==> src/rtl/codec_intf.sv <==
// I2S master for the CS4272 codec: derives MCLK/SCLK/LRCLK from a free-running
// frame counter, deserializes SDout into sample pairs and serializes core samples onto SDin.
module codec_intf #(
  parameter int CNT_W  = 10,
  parameter int SMPL_W = 16
) (
  input  logic              clk,
  input  logic              rst,
  input  logic [SMPL_W-1:0] lft_out,
  input  logic [SMPL_W-1:0] rht_out,
  input  logic              SDout,
  output logic              MCLK,
  output logic              SCLK,
  output logic              LRCLK,
  output logic              SDin,
  output logic              RSTn,
  output logic [SMPL_W-1:0] lft_in,
  output logic [SMPL_W-1:0] rht_in,
  output logic              valid
);

  localparam int SLOT_W = CNT_W - 5;
  localparam int HALF   = 2 ** (CNT_W - 1);
  // Captures sit in slot 23 of each half, well clear of the data slots and frame edges.
  localparam logic [CNT_W-1:0] LFT_CAP = CNT_W'(23 * 16 + 15);
  localparam logic [CNT_W-1:0] RHT_CAP = CNT_W'(23 * 16 + 15 + HALF);

  logic [CNT_W-1:0]  cnt_q, cnt_d;
  logic              rstn_q, rstn_d;
  logic              valid_q, valid_d;
  logic [SMPL_W-1:0] rx_shft_q, rx_shft_d;
  logic [SMPL_W-1:0] lft_hold_q, lft_hold_d;
  logic [SMPL_W-1:0] lft_in_q, lft_in_d;
  logic [SMPL_W-1:0] rht_in_q, rht_in_d;
  logic [SMPL_W-1:0] tx_lft_buf_q, tx_lft_buf_d;
  logic [SMPL_W-1:0] tx_rht_buf_q, tx_rht_buf_d;
  logic [SMPL_W-1:0] tx_shft_q, tx_shft_d;

  logic [SLOT_W-1:0] slot;
  logic              rx_sample;
  logic              sclk_fall;
  logic              tx_load;

  always_comb begin
    slot      = cnt_q[CNT_W-2:4];
    rx_sample = (cnt_q[3:0] == 4'b0111) && (slot != '0) && (slot <= SLOT_W'(SMPL_W));
    sclk_fall = (cnt_q[3:0] == 4'b1111);
    tx_load   = (cnt_q[CNT_W-2:0] == (CNT_W-1)'(15));

    cnt_d        = cnt_q + CNT_W'(1);
    rstn_d       = rstn_q | (cnt_q == '1);
    valid_d      = rstn_q && (cnt_q == RHT_CAP);
    rx_shft_d    = rx_shft_q;
    lft_hold_d   = lft_hold_q;
    lft_in_d     = lft_in_q;
    rht_in_d     = rht_in_q;
    tx_lft_buf_d = tx_lft_buf_q;
    tx_rht_buf_d = tx_rht_buf_q;
    tx_shft_d    = tx_shft_q;

    if (rx_sample) begin
      rx_shft_d = {rx_shft_q[SMPL_W-2:0], SDout};
    end
    if (cnt_q == LFT_CAP) begin
      lft_hold_d = rx_shft_q;
    end
    if (cnt_q == RHT_CAP) begin
      lft_in_d = lft_hold_q;
      rht_in_d = rx_shft_q;
    end

    // Both buffers latch together so a mid-frame core update never splits a pair.
    if (cnt_q == '1) begin
      tx_lft_buf_d = lft_out;
      tx_rht_buf_d = rht_out;
    end
    if (tx_load) begin
      tx_shft_d = cnt_q[CNT_W-1] ? tx_rht_buf_q : tx_lft_buf_q;
    end else if (sclk_fall) begin
      tx_shft_d = {tx_shft_q[SMPL_W-2:0], 1'b0};
    end
  end

  always_ff @(posedge clk or posedge rst) begin
    if (rst) begin
      cnt_q        <= '0;
      rstn_q       <= 1'b0;
      valid_q      <= 1'b0;
      rx_shft_q    <= '0;
      lft_hold_q   <= '0;
      lft_in_q     <= '0;
      rht_in_q     <= '0;
      tx_lft_buf_q <= '0;
      tx_rht_buf_q <= '0;
      tx_shft_q    <= '0;
    end else begin
      cnt_q        <= cnt_d;
      rstn_q       <= rstn_d;
      valid_q      <= valid_d;
      rx_shft_q    <= rx_shft_d;
      lft_hold_q   <= lft_hold_d;
      lft_in_q     <= lft_in_d;
      rht_in_q     <= rht_in_d;
      tx_lft_buf_q <= tx_lft_buf_d;
      tx_rht_buf_q <= tx_rht_buf_d;
      tx_shft_q    <= tx_shft_d;
    end
  end

  assign MCLK   = cnt_q[1];
  assign SCLK   = cnt_q[3];
  assign LRCLK  = cnt_q[CNT_W-1];
  assign SDin   = tx_shft_q[SMPL_W-1];
  assign RSTn   = rstn_q;
  assign lft_in = lft_in_q;
  assign rht_in = rht_in_q;
  assign valid  = valid_q;

endmodule

==> config.mk <==
export PLATFORM = sky130hd
export DESIGN_NAME = codec_intf
export DESIGN_NICKNAME = d
export VERILOG_FILES = /design/src/rtl/codec_intf.sv
export SDC_FILE = /design/constraint.sdc
export NUM_CORES = 1
export LEC_CHECK = 0
export CORE_MARGIN = 3
export CORE_UTILIZATION = 40
export CTS_CLUSTER_DIAMETER = 150
export DETAILED_ROUTE_END_ITERATION = 8
export MAX_ROUTING_LAYER = met4
export PLACE_DENSITY = 0.66
export SYNTH_ARGS = -nofsm -noshare
export SYNTH_HDL_FRONTEND = slang
export SYNTH_SLANG_ARGS = --single-unit
export TNS_END_PERCENT = 5
==> constraint.sdc <==
create_clock -name clk -period 5.1 [get_ports clk]
set_input_delay 0.51 -clock clk [delete_from_list [all_inputs] [get_ports clk]]
set_output_delay 0.51 -clock clk [all_outputs]
set_load 0.01 [all_outputs]
Word-level counts from Yosys, hierarchy flattened

Cells that the tools add are included.

Register bits after elaboration: 124
Bits of input ports: 35
Output and inout bits: 38

Add/sub/neg operators: 1
Magnitude comparators: 1
Equal/unequal tests: 6
Muxes and demuxes: 3
Bitwise logic cells: 1
Reductions and logical operators: 5

Operator list:

| kind                  | count |
|---|---|
| $mux 16               | 3 |
| $eq 10x10->1 const B  | 2 |
| $add 10x1->10 const B | 1 |
| $eq 10x9->1 const B   | 1 |
| $eq 9x4->1 const B    | 1 |
| $le 5x5->1 const B    | 1 |
| $reduce_bool 5->1     | 1 |
| $eq 4x3->1 const B    | 1 |
| $eq 4x4->1 const B    | 1 |
| $logic_and 1x1->1     | 3 |
| $reduce_bool 2->1     | 1 |
| $or 1x1->1            | 1 |

Depth between registers and ports, before layout

Gate-level depths: netlist of the first run.

Word-level depth: 3
Depth in mapped cells: 7
Depth with buffers taken out: 4

Worst setup path after synthesis of the first run

OpenSTA, ideal clock, no wires.

Kind: flip-flop to flip-flop
Start: register cnt_q[1]
End: register rx_shft_q[0]
Library setup time: 125 ps
Arrival: 1,857 ps
Data required time: 4,975 ps
Setup slack: 3,118 ps
Stages on the path, launching flop included: 7
Buffers on the path: 2
Cell sequence: dfrtp_1 ha_1 clkbuf_1 nor4bb_1 mux2i_4 buf_6 mux2_2

Cells in the longest elaborated chain, start to end: 3

Ends and longest elaborated chain:

| item                           | RTL line | source |
|---|---|---|
| start, declared                | 28       | `logic [CNT_W-1:0] cnt_q, cnt_d;` |
| start signal, assigned         | 97       | `cnt_q <= cnt_d;` |
| $eq 4x3->1                     | 46       | `rx_sample = (cnt_q[3:0] == 4'b0111) && (slot != '0) && (slot <= SLOT_W'(SMPL_W));` |
| $logic_and 1x1->1 (2 in a row) | 46       |  |
| end signal, assigned           | 100      | `rx_shft_q <= rx_shft_d;` |
| end, declared                  | 31       | `logic [SMPL_W-1:0] rx_shft_q, rx_shft_d;` |

Every way passes these cells.
A chain may end at the register's enable or synchronous reset.

Worst setup path in the final report of the first run

Start: register cnt_q[9]
End: output LRCLK

RTL lines:

| item          | RTL line | source |
|---|---|---|
| end, declared | 14       | `output logic LRCLK,` |

No word-level cell between the ends.

==> out/metrics.yaml, run 1 <==
yosysSeqAreaShare: 0.614
drt_wl_total_um: 9030
cts_buffers: 17
route.vias.total: 2966
synthSimpleGateAreaFrac: 0.0413
gp_congestion: 0.770
muxShareOfSynthArea: 0.250
fill_cells: 1039
ctsResizeCount: 0
synth_xor_area_frac: 0.0139
synth_fa_ha_area_frac: 0.00248
cts.sinks: 124
setup_viol: 0
clock_path_buffers: 2
hold_buffers: 0
static-leakage-power_nw: 2.89
avgSynthCellArea_um2: 14.8
power.density_mw_per_mm2: 353
yosysTopAreaCell: "dfrtp_1"
final_nets: 447
clock_latency_ns: 0.40
clk_pin_slew_ns: 0.06
fin_util: 0.533
die_h_um: 118
maxCapViolCount: 0
slowest_delay_ns: 1.01
synth_compound_gate_area_share: 0.0513
cp_max_fo: 20
diodes: 0
fin_ws_ns: 2.46
synth_top_family_by_area: "multiplexers"
dp_slack_ns: 2.60
regArea_mm2: 0.00310
io_buffers: 72
grt_setup_unrepaired: "false"
dr.pass1.iters: 4
setup_tns_ns: 0
cts_root_buffer: "clkbuf_16"
initial_utilization: 0.416
layout-drive-gt1-share: 0.316
cp_cell_sequence: "clkdlybuf4s50_1"
die_area_mm2: 0.0140
grt_pass1_vias: 3014
io_pins: 73
row_count: 40
yosysTopAreaCellShare: 0.614
syn_area_mm2: 0.00505
worstPathArrival_ns: 2.13
synth_seq_cells: 124
critPathKind: "flip-flop to output port"
die_w_um: 118
syn_to_final_growth_pct: 28.3
peakVddDrop_mv: 0.217
drt_iter0_drc: 215
htree_levels: 4
slew_viol_final: 0
ys_warn_count: 0
drc: 0
core-area_mm2: 0.0122
hpwlAfterDp_um: 5780
tightestPinTransition_ns: 1.16
post_cts_buffers: 0
gr-total-overflow: 0
max_freq_mhz: 379
yosys-top-cells-area: "dfrtp_1 (61%), mux2_2 (21%), mux2i_1 (3.2%)"
final_area_mm2: 0.00648
cp.buffers_inverters: 1
antenna_found_initial: 0
grt_use_total: 0.138
place_area_mm2: 0.00588
cp_slowest_cell: "dfrtp_1"
final-hold-violation-count: 0
endpoint_kind: "output port"
final_cell_mix: "dfrtp_1 (124), mux2_2 (96), clkdlybuf4s50_1 (72)"
ant_nets: 0
final_common_cell: "dfrtp_1"
start_kind: "flip-flop"
clock_skew_ns: 0.0120
cp.required_ns: 4.59
slew_headroom: 0.227
synthesis.nets: 377
status: "complete, no violations"
viasPerCell: 5.01
multi_input_area_mm2: 0.00181
ys_types: 29
holdWs_ns: 0.482
cp_top_family: "flip-flops"
grt_max_degree: 67
synth_cells: 341
cts_tree: "built"
grt_pass1_wl_um: 15100
wl_per_cell_um: 15.3
hold_path_class: "flip-flop to flip-flop"
fin_crit_ns: 2.64
period_share: 0.517
cells by family (layout without fill, tap and decap cells):
logic type | after synthesis | count (layout)
compound gates | 31 | 31
xor+xnor | 8 | 8
fa+ha+maj | 1 | 1
buf+inv | 26 | 109
flops | 124 | 124
mux | 113 | 113
simple gates | 38 | 38
layout make-up:
cell class              instances  area share
flip-flops and latches        124       0.478
clock inverters                15      0.0276
well taps                     168      0.0324
multi-input cells             191       0.280
clock buffers                  17      0.0656
repair buffers                 75       0.115
inverters                       2     0.00154
cell usage after synthesis:
cell,number
or4_1,1
nor4bb_1,2
or2_1,1
and2_1,1
mux2_2,96
nand2b_1,1
buf_6,3
mux2i_4,1
xor2_1,1
buf_2,10
nand2_1,17
and3_1,4
buf_1,3
and4b_1,2
and4_1,1
mux2i_1,16
dfrtp_1,124
o311ai_1,8
o311ai_2,1
nand4_1,4
o31ai_1,1
o211ai_1,15
ha_1,1
clkbuf_1,7
o311ai_0,6
buf_4,1
xnor2_1,7
inv_1,2
nand3_1,4
final timing paths:
kind | startpoint | to | slack [ns] | cells past startpoint
setup / recovery | cnt_q[9] | LRCLK | 2.46 | 1
hold / removal | RSTn | RSTn | 0.48 | 1
setup reg to reg | cnt_q[9] | lft_hold_q[15] | 2.58 | 3
hold reg to reg | RSTn | RSTn | 0.48 | 1
max in group asynchronous | rst | tx_shft_q[9] | 3.25 | 3
min in group asynchronous | rst | rht_in[1] | 0.60 | 2
registers in the layout (all words and copies together), names as in the netlist:
signal,flops
lft_hold_q,16
lft_in,16
rht_in,16
rx_shft_q,16
tx_lft_buf_q,16
tx_rht_buf_q,16
tx_shft_q,16
cnt_q,10
RSTn,1
valid,1
layer usage:
metal,global-route usage,wire (um),vias up
li1,-,-,1391
met3,0.0368,252,2
met2,0.209,4420,51
met5,-,0,-
met1,0.184,4300,1522
met4,0.0391,56,0
where the power goes:
part	internal (mW)	switching, mW
Clock	0.740	0.468
Sequential	1.00	0.0105
Combinational	0.0393	0.0301
metrics by stage:
stage / cells / power (mW)
after floorplan: 341 / 1.06
after global placement: 560 / 1.10
after detailed placement: 560 / 1.10
after CTS: 592 / 2.32
after global routing: 592 / 2.37
final: 592 / 2.29
(Power assumes the default switching activity.)
==> run 2, diff against run 1 <==
- PLACE_DENSITY: 0.66 -> 0.68
- clock period: 5.1 -> 2.2 ns (I/O delays scaled with it)
==> run 2 against run 1 <==
Clock skew down 0.0070 ns. Sequential share of layout area down 0.49 points. First-iteration DRC count down 24%. Die area stayed put.
==> out/metrics.yaml, run 2 (same netlist as run 1, synthesis figures left out) <==
die_h_um: 118
p_switching_mw: 1.00
cp_max_fo: 16
maxCapViolCount: 0
grt_pass1_vias: 3222
gp_congestion: 0.773
cp_slowest_cell: "or4_1"
antenna_found_initial: 0
critPathKind: "flip-flop to flip-flop"
ctsResizeCount: 0
cts.sinks: 124
p_int_mw: 4.11
slowest_delay_ns: 0.61
initial_utilization: 0.416
status: "complete, no violations"
viasPerCell: 4.98
endpoint_kind: "flip-flop"
power.density_mw_per_mm2: 781
final_cell_mix: "dfrtp_1 (124), mux2_2 (96), clkdlybuf4s50_1 (72)"
clk_pin_slew_ns: 0.05
route.vias.total: 2989
hpwlAfterDp_um: 6040
pwr-share-seq: 0.460
static-leakage-power_nw: 2.92
post_cts_buffers: 0
fill_cells: 1030
tightestPinTransition_ns: 0.642
critPathLaunch: "cnt_q[4]"
io_pins: 73
p_comb_frac: 0.032
final-hold-violation-count: 0
multi_input_area_mm2: 0.00181
swShare: 0.196
final_common_cell: "dfrtp_1"
start_kind: "flip-flop"
slew_viol_final: 0
r2r_start: "cnt_q[4]"
grt_use_total: 0.148
clock_latency_ns: 0.41
core-area_mm2: 0.0122
fin_crit_ns: 2.04
cts_root_buffer: "clkbuf_16"
htree_levels: 4
clock_skew_ns: 0.00499
drc: 0
holdWs_ns: 0.345
hold_buffers: 0
wl_per_cell_um: 15.6
cp_top_family: "simple AND/OR/NAND/NOR gates"
die_w_um: 118
cp.required_ns: 2.49
slew_headroom: 0.572
cts_buffers: 17
drt_wl_total_um: 9370
syn_to_final_growth_pct: 29.7
setup_tns_ns: 0
cts_tree: "built"
period_share: 0.926
cp.buffers_inverters: 0
diodes: 0
io_buffers: 72
ant_nets: 0
row_count: 40
final_nets: 456
setup_viol: 0
max_freq_mhz: 491
grt_setup_unrepaired: "false"
grt_max_degree: 125
regArea_mm2: 0.00310
gr-total-overflow: 0
grt_pass1_wl_um: 16000
peakVddDrop_mv: 0.560
drt_iter0_drc: 164
clock_path_buffers: 2
worstPathArrival_ns: 2.32
die_area_mm2: 0.0140
hold_path_class: "input port to async pin"
cp_cell_sequence: "or4_1 -> or2_1 -> o311ai_0"
p_clk_frac: 0.507
dr.pass1.iters: 4
layout-drive-gt1-share: 0.322
## run 2: changes by cell type in the layout (fill, tap and decap cells not counted), sizes merged
cell,change
buf,+9
inv,-9
clkbuf,+8
clkinvlp,+2
bufinv,-1
clkinv,-1
## run 2: layer usage
metal | global-route usage | share of wire
met4 | 0.0739 | 0.015
met3 | 0.0335 | 0.034
met2 | 0.232 | 0.50
met1 | 0.182 | 0.45
met5 | - | 0
## run 2: worst register-to-register path: cells and delay by family (launching register included)
family	cells	cell delay, ns
compound gates	1	0.42
simple gates	2	1.09
flops	1	0.41
## run 2: final timing paths
kind,cells after the start,slack [ns],endpoint
max,3,0.16,tx_shft_q[13]
max in group asynchronous,3,1.37,tx_shft_q[1]
min reg2reg,2,0.48,tx_shft_q[1]
min,3,0.34,rht_in[13]
max reg2reg,3,0.16,tx_shft_q[13]
min in group clk,2,0.43,tx_lft_buf_q[15]
## run 2: power groups by stage
stage               Sequential [mW]  Combinational [mW]  Clock (mW)
floorplan                      2.39              0.0820           0
global placement               2.39               0.166           0
detailed placement             2.39               0.170           0
CTS                            2.36               0.171        2.65
global route                   2.36               0.186        2.76
finish                         2.36               0.165        2.60
## run 2: metrics by stage
stage	instances	setup slack, ns	utilization	power, mW	cell area [um2]
after global placement	568	0.118	0.491	2.56	5970
after floorplan	341	0.218	-	2.47	5060
final	600	0.162	0.539	5.12	6550
after CTS	599	0.0618	0.537	5.18	6530
after detailed placement	568	0.0951	0.491	2.56	5970
after global routing	600	0.00259	0.539	5.30	6550
## run 2: layout make-up
type                            instances  area share
Clock buffer                           25      0.0771
Sequential cell                       124       0.474
Timing Repair Buffer                   84       0.129
Clock inverter                          6     0.00917
Multi-Input combinational cell        191       0.277
Tap cell                              168      0.0321
Inverter                                2     0.00172
